### config.mk
export PLATFORM = sky130hd
export DESIGN_NAME = approx_error_monitor
export DESIGN_NICKNAME = d
export VERILOG_FILES = /design/src/rtl/approx_mon_pkg.sv /design/src/rtl/approx_err_dist.sv /design/src/rtl/approx_error_monitor.sv
export SDC_FILE = /design/constraint.sdc
export NUM_CORES = 1
export LEC_CHECK = 0
export ABC_CLOCK_PERIOD_IN_PS = 3600
export BUFFER_PORTS_ARGS = -buffer_cell sky130_fd_sc_hd__buf_2
export CORE_MARGIN = 5
export CORE_UTILIZATION = 45
export CTS_CLUSTER_DIAMETER = 80
export DETAILED_ROUTE_END_ITERATION = 16
export GPL_ROUTABILITY_DRIVEN = 0
export GPL_TIMING_DRIVEN = 0
export HOLD_SLACK_MARGIN = 0.12
export PLACE_DENSITY = 0.65
export SLEW_MARGIN = 5
export SYNTH_ARGS = -nofsm -noshare
export SYNTH_HDL_FRONTEND = slang
export SYNTH_HIERARCHICAL = 1
export SYNTH_SLANG_ARGS = --single-unit
### constraint.sdc
create_clock -name clk -period 3.6 [get_ports clk]
set_input_delay 0.72 -clock clk [delete_from_list [all_inputs] [get_ports clk]]
set_output_delay 0.72 -clock clk [all_outputs]
set_load 0.02 [all_outputs]
### src/rtl/approx_mon_pkg.sv
// approx_mon_pkg: shared state encoding and width helpers for the approximate-adder error monitor.
package approx_mon_pkg;
    typedef enum logic [1:0] {IDLE, RUN, DRAIN, DONE} mon_state_t;
    function automatic int ed_w(input int n);
        return n + 1;
    endfunction
    function automatic int sq_w(input int n, input int cnt_w);
        return 2 * (n + 1) + cnt_w;
    endfunction
endpackage

### src/rtl/approx_err_dist.sv
// approx_err_dist: exact sum and error distance of an approximate adder result {fn, sum}.
module approx_err_dist
    import approx_mon_pkg::*;
#(
    parameter int N = 8
) (
    input  logic [N-1:0]       a,
    input  logic [N-1:0]       b,
    input  logic [N-1:0]       sum_apx,
    input  logic               fn_apx,
    output logic [ed_w(N)-1:0] exact,
    output logic [ed_w(N)-1:0] ed,
    output logic               is_err
);
    logic [ed_w(N)-1:0] apx;
    always_comb begin
        exact  = {1'b0, a} + {1'b0, b};
        apx    = {fn_apx, sum_apx};
        ed     = apx >= exact ? apx - exact : exact - apx;
        is_err = ed != '0;
    end
endmodule

### src/rtl/approx_error_monitor.sv
// approx_error_monitor: windowed error statistics for an approximate adder under test.
// Defining APPROX_MON_SQ_EN adds the sum_sq_ed output (sum of squared error distances).
module approx_error_monitor
    import approx_mon_pkg::*;
#(
    parameter int N     = 8,
    parameter int CNT_W = 16,
    parameter int ACC_W = 32
) (
    input  logic             clk,
    input  logic             rst_n,
    input  logic             start,
    input  logic [CNT_W-1:0] win_len,
    input  logic             in_valid,
    output logic             in_ready,
    input  logic [N-1:0]     a,
    input  logic [N-1:0]     b,
    input  logic [N-1:0]     sum_apx,
    input  logic             fn_apx,
    output logic             busy,
    output logic             done,
    output logic [CNT_W-1:0] n_samples,
    output logic [CNT_W-1:0] n_err,
    output logic [ACC_W-1:0] sum_ed,
    output logic [N:0]       max_ed,
    output logic             ovf
`ifdef APPROX_MON_SQ_EN
    ,
    output logic [sq_w(N, CNT_W)-1:0] sum_sq_ed
`endif
);
    localparam int EW = ed_w(N);
    mon_state_t       st;
    logic [CNT_W-1:0] len, cnt, cnt_nx;
    logic [EW-1:0]    exact, ed, d1, d2;
    logic             is_err, e1, e2, v1, v2, acc, go, unused_exact;
    logic [ACC_W:0]   ed_sum;

    approx_err_dist #(.N(N)) u_dist (
        .a(a), .b(b), .sum_apx(sum_apx), .fn_apx(fn_apx),
        .exact(exact), .ed(ed), .is_err(is_err)
    );

    assign acc          = in_valid && in_ready;
    assign go           = start && (st == IDLE || st == DONE);
    assign cnt_nx       = cnt + 1'b1;
    assign ed_sum       = {1'b0, sum_ed} + (ACC_W + 1)'(d2);
    assign busy         = st == RUN || st == DRAIN;
    assign done         = st == DONE;
    assign unused_exact = ^exact;

    always_ff @(posedge clk or negedge rst_n) begin
        if (!rst_n) begin
            st        <= IDLE;
            len       <= '0;
            cnt       <= '0;
            in_ready  <= 1'b0;
            v1        <= 1'b0;
            v2        <= 1'b0;
            e1        <= 1'b0;
            e2        <= 1'b0;
            d1        <= '0;
            d2        <= '0;
            n_samples <= '0;
            n_err     <= '0;
            sum_ed    <= '0;
            max_ed    <= '0;
            ovf       <= 1'b0;
        end else begin
            v1 <= acc;
            e1 <= is_err;
            d1 <= ed;
            v2 <= v1;
            e2 <= e1;
            d2 <= d1;
            if (go) begin
                len       <= win_len;
                cnt       <= '0;
                in_ready  <= win_len != '0;
                st        <= win_len == '0 ? DONE : RUN;
                n_samples <= '0;
                n_err     <= '0;
                sum_ed    <= '0;
                max_ed    <= '0;
                ovf       <= 1'b0;
            end else begin
                if (v2) begin
                    n_samples <= n_samples + 1'b1;
                    n_err     <= n_err + CNT_W'(e2);
                    sum_ed    <= ed_sum[ACC_W] ? '1 : ed_sum[ACC_W-1:0];
                    ovf       <= ovf | ed_sum[ACC_W];
                    if (d2 > max_ed) max_ed <= d2;
                end
                if (st == RUN && acc) begin
                    cnt <= cnt_nx;
                    if (cnt_nx == len) begin
                        in_ready <= 1'b0;
                        st       <= DRAIN;
                    end
                end
                // the final sample reaches the statistics stage on the edge v1 has cleared
                if (st == DRAIN && !v1) st <= DONE;
            end
        end
    end

`ifdef APPROX_MON_SQ_EN
    localparam int SW = sq_w(N, CNT_W);
    logic [2*EW-1:0] q2;
    always_ff @(posedge clk or negedge rst_n) begin
        if (!rst_n) begin
            q2        <= '0;
            sum_sq_ed <= '0;
        end else begin
            q2 <= d1 * d1;
            if (go) sum_sq_ed <= '0;
            else if (v2) sum_sq_ed <= sum_sq_ed + SW'(q2);
        end
    end
`endif
endmodule
Word level (Yosys, flattened, before mapping)
Index checks and enable logic that the tools add are counted.
{"block": "classes", "addsub": 7, "order_cmp": 2, "eq_ne": 4, "mux": 23, "bitwise": 1, "n_reduce_logical": 20}
{"operator": "16-bit 2-to-1 mux", "n": 6}
{"operator": "32-bit 2-to-1 mux", "n": 3}
{"operator": "9-bit 2-to-1 mux", "n": 4}
{"operator": "32-bit by 9-bit adder with 33-bit output", "n": 1}
{"operator": "16-bit by 1-bit adder with 16-bit output (second input constant)", "n": 2}
{"operator": "9-bit subtractor", "n": 2}
{"operator": "16-bit by 1-bit adder with 16-bit output", "n": 1}
{"operator": "16-bit == test", "n": 1}
{"operator": "16-bit zero test", "n": 1}
{"operator": "16-bit nonzero test", "n": 1}
{"operator": "2-bit 2-to-1 mux", "n": 5}
{"operator": "8-bit by 8-bit adder with 9-bit output", "n": 1}
{"operator": "9-bit >= comparator", "n": 1}
{"operator": "9-bit > comparator", "n": 1}
{"operator": "9-bit nonzero test", "n": 1}
{"operator": "2-bit nonzero test", "n": 4}
{"operator": "2-bit AND reduction", "n": 3}
{"operator": "3-bit nonzero test", "n": 2}
{"operator": "1-bit 2-to-1 mux", "n": 5}
{"operator": "2-bit == test (second input constant)", "n": 2}
{"operator": "1-bit logical AND", "n": 4}
{"operator": "2-bit by 1-bit == test with 1-bit output (second input constant)", "n": 1}
{"operator": "2-bit zero test", "n": 1}
{"operator": "1-bit logical OR", "n": 2}
{"operator": "2 further kinds", "n": 2}
{"block": "totals", "register_bits": 131, "input_bits": 45, "word_cells": 72}

Depth between registers and ports, before layout
{"block": "logic_depth", "depth_word": 6, "depth_mapped": 20, "depth_no_buf": 19}

Modules after synthesis
The synthesis kept the hierarchy.
{"module": "approx_error_monitor", "n_inst": 1, "cells_per_inst": 689, "area_per_inst_um2": 6666.4}
{"module": "approx_err_dist", "n_inst": 1, "cells_per_inst": 183, "area_per_inst_um2": 1422.6}

Worst setup path before layout
Ideal clock, no wire load.
{"block": "synth_timing", "path_kind": "input to register", "start": "input a[0]", "end": "register e1", "arrival_time_ps": 3826, "required_ps": 3527, "path_slack_ps": -299, "stages": 20, "n_path_buf": 1, "path_cell_list": "ha_1 inv_1 fa_1 nor2b_1 o21ai_0 nand2b_1 a21o_1 a21o_1 a21o_1 nand2_1 nor2b_1 ha_1 clkbuf_8 a31oi_1 a31oi_1 a41oi_2 nand2_2 and3_2 o311a_1 nand4bb_1"}
{"block": "synth_via", "elab_chain_len": 4}
{"element": "start, declared", "line": "approx_error_monitor.sv:16", "source": "input logic [N-1:0] a,"}
{"element": "8-bit by 8-bit adder with 9-bit output (*)", "line": "approx_err_dist.sv:17", "source": "exact = {1'b0, a} + {1'b0, b};"}
{"element": "9-bit subtractor or 9-bit >= comparator (tied branches)", "line": "approx_err_dist.sv:19", "source": "ed = apx >= exact ? apx - exact : exact - apx;"}
{"element": "9-bit 2-to-1 mux (*)", "line": "approx_err_dist.sv:19"}
{"element": "9-bit nonzero test (*)", "line": "approx_err_dist.sv:20", "source": "is_err = ed != '0;"}
{"element": "net is_err", "line": "approx_error_monitor.sv:36", "source": "logic is_err, e1, e2, v1, v2, acc, go, unused_exact;"}
{"element": "end signal, assigned", "line": "approx_error_monitor.sv:71", "source": "e1 <= is_err;"}
{"element": "end, declared", "line": "approx_error_monitor.sv:36"}
The timed path passes the listed nets; every way through them passes the cells marked *.
A chain may end at the register's enable or synchronous reset.

Worst setup path in the final report
{"block": "layout_timing", "start": "input b[0]", "end": "register e1"}
{"block": "layout_via", "elab_chain_len": 4}
{"element": "start, declared", "line": "approx_error_monitor.sv:17", "source": "input logic [N-1:0] b,"}
{"element": "8-bit by 8-bit adder with 9-bit output (*)", "line": "approx_err_dist.sv:17"}
{"element": "net exact[4]", "line": "approx_error_monitor.sv:35", "source": "logic [EW-1:0] exact, ed, d1, d2;"}
{"element": "9-bit subtractor or 9-bit >= comparator (tied branches)", "line": "approx_err_dist.sv:19"}
{"element": "9-bit 2-to-1 mux (*)", "line": "approx_err_dist.sv:19"}
{"element": "9-bit nonzero test (*)", "line": "approx_err_dist.sv:20"}
{"element": "net is_err", "line": "approx_error_monitor.sv:36"}
Marks and branches as above.

==> flow_summary.ini <==
[outcome]
outcome = complete, but fails checks
violations = negative setup slack

[yosys]
netlist_area_um2 = 8080
syn_avg_cell_area_um2 = 9.29
yosys_warnings = 6
synth_cells = 870
synth_fp_nets = 967

[pwr]
internal_power_uw = 4150
pwr-share-seq_pct = 31.3
leakage_uw = 0.00474
comb_power_share_pct = 40.1
powerDensity_nw_per_um2 = 663
p_sw_uw = 2470
switching_share_pct = 37.3
p_clk_share_pct = 28.5
vdd_ir_drop_max_uv = 440

[drt]
routed_wl_mm = 19.4
drt_iter0_markers = 305
via_per_inst = 5.27
vias = 6674
wl_met2_mm = 9.47
drc_errors = 0
wirelength_met1_mm = 8.95
drtAntennaViolNets = 0
wl_met3_um = 772
top_layer = met4
first_pass_iters = 5
wire_per_inst_um = 15.4

[timing]
skew_ns = 0.0138
tightest_slew_ns = 0.986
setup_viol = 1
setup_slack_ns = -0.0682
finalHoldViolations = 0
rsz0062_at_grt = yes
fin_crit_sh_pct = 102
tns_ns = -0.0682
min_period_ns = 3.67
finalMaxSlewViolations = 0
fmax_mhz = 273
slew_headroom_pct = 34.0

[cts]
clockBufferDepth = 2
clock_latency_ns = 0.42
cts_tree = built
cts_buffers = 17
clkTransAtPathRegs_ns = 0.06
clock_sinks = 131
htreeDepth = 4
cts-root-buf = clkbuf_16

[floorplanning]
core_um2 = 17800
ios = 122
initial_core_util_pct = 45.3
dieArea_um2 = 20700
die_h_um = 144
die_w_um = 144
fp-row-count = 49

[setup_path]
reg2regPathDepth = 12
r2r_start = sum_ed[0]$_DFFE_PN0P_
worstReg2RegEnd = sum_ed[18]$_DFFE_PN0P_
cp_top_family = compound AO/OA/AOI/OAI gates
critPathBufInv = 4
cp-start-kind = primary input
end_kind = register
arrival_ns = 3.92
path_class = in2reg
cpPeakStageDelay_ns = 0.34
cp_max_fo = 10
cp_data_required_time_ns = 3.85
r2r_setup_slack_ns = 0.59
crit_chain = buf_6 -> ha_4 -> inv_2 -> fa_2 -> nor2b_1 -> o21ai_1 -> nand2b_1 -> buf_4 -> xor2_1 -> ha_1 -> buf_2 -> o2111ai_1 -> a21o_1 -> a21bo_2 -> a221oi_2 -> a311oi_2 -> nor4b_2 -> nand4bb_1
critPathSlowestCell = fa_2

[global_route]
grt_use_total_pct = 19.2
grt_max_degree = 76
grt_pass1_vias = 6569
grt.overflow.total = 0
antenna_found_initial = 0
grt_pass1_wl_mm = 32.0

[layout]
utilization_pct = 55.9
layout-drive-gt1-share_pct = 22.5
n_fill_cell = 1580
syn_to_final_growth_pct = 23.5
final_nets = 1122
insertedDiodeCount = 0

[run]
cap_violations = 0

[min_path]
min_path_type = in2async

[place]
place_hpwl_mm = 14.4
portBuffers = 121
==> worst reg2reg max path, cell delays in order, from the launching register on <==
cell and delay (ns):
dfrtp_1 0.40, ha_1 0.23, fa_1 0.40, a21o_1 0.19, a211o_1 0.34, a211oi_2 0.31
or3_1 0.14, buf_2 0.22, nor2_2 0.09, nand2_1 0.10, buf_4 0.19, buf_4 0.19
a21oi_1 0.08
==> through the flow <==
stage / cells / total power [uW] / cell area [um2] / setup slack, ns / hold slack [ns]
2_1_floorplan: 870 / 3930 / 8110 / -0.160 / 0.331
3_3_place_gp: 1220 / 4590 / 9010 / -0.688 / 0.333
3_5_place_dp: 1221 / 4630 / 9040 / -0.678 / 0.335
4_1_cts: 1266 / 6650 / 9960 / -0.0343 / 0.269
5_1_grt: 1266 / 7070 / 9980 / -0.198 / 0.296
6_report: 1266 / 6610 / 9980 / -0.0682 / 0.265
==> worst max path at each step <==
stage | startpoint | endpoint | slack, ns | cells past startpoint
after detailed placement | a[0] | e1$_DFF_PN0_ | -0.68 | 21
after CTS | b[0] | e1$_DFF_PN0_ | -0.03 | 20
after floorplan | a[0] | e1$_DFF_PN0_ | -0.16 | 20
after global routing | b[0] | e1$_DFF_PN0_ | -0.20 | 20
after global placement | a[0] | e1$_DFF_PN0_ | -0.69 | 21
final | b[0] | e1$_DFF_PN0_ | -0.07 | 18
==> power by group through the flow <==
stage,clock [uW],combinational [uW],sequential [uW]
after floorplan,0,1760,2160
after global placement,0,2500,2090
after detailed placement,0,2540,2090
after CTS,1920,2660,2070
after global routing,1980,2970,2120
final,1890,2660,2070
==> routing by layer <==
layer | global-route usage (%) | vias to the layer above
met3 | 4.07 | 17
met2 | 32.5 | 108
li1 | - | 3354
met4 | 4.41 | 0
met5 | 0 | -
met1 | 25.6 | 3195
==> area by class of cell <==
| cell class | instances | area (um2) | share of cell area (%) |
|---|---|---|---|
| Multi-Input combinational cell | 659 | 4650 | 46.6 |
| Sequential cell | 131 | 3280 | 32.8 |
| Timing Repair Buffer | 136 | 764 | 7.66 |
| Clock buffer | 18 | 439 | 4.40 |
| Tap cell | 229 | 287 | 2.87 |
| Clock inverter | 13 | 209 | 2.09 |
| Buffer | 34 | 184 | 1.84 |
| Inverter | 46 | 173 | 1.73 |
==> cell usage in the layout, fill, tap and decap left out, drive strengths merged, types with 9 or more instances in the layout <==
cell,instances
and2,9
dfrtp,131
o31ai,9
inv,46
nand3,41
nor4,10
clkbuf,37
nor2,72
a21oi,56
ha,48
a211oi,9
nand2,101
xnor2,47
nand4,15
nor2b,14
a21o,15
nor3,21
and3,21
xor2,47
buf,151
o21ai,26
mux2i,14
or3,10
==> timing repair <==
| item | CTS | global route |
|---|---|---|
| endpoints found under the setup margin | 2 | 1 |
| pin swaps | 20 | 5 |
| setup buffers | 14 | 0 |
| gates resized for setup | 30 | 2 |
| hold buffers | 0 | 0 |
==> sequential cells by signal, indices dropped and copies added, names as in the netlist <==
signal,count
cnt,16
d1,9
d2,9
e1,1
e2,1
in_ready,1
len,16
max_ed,9
n_err,16
n_samples,16
ovf,1
st,2
sum_ed,32
v1,1
v2,1
Power figures use the tool's default switching activity.
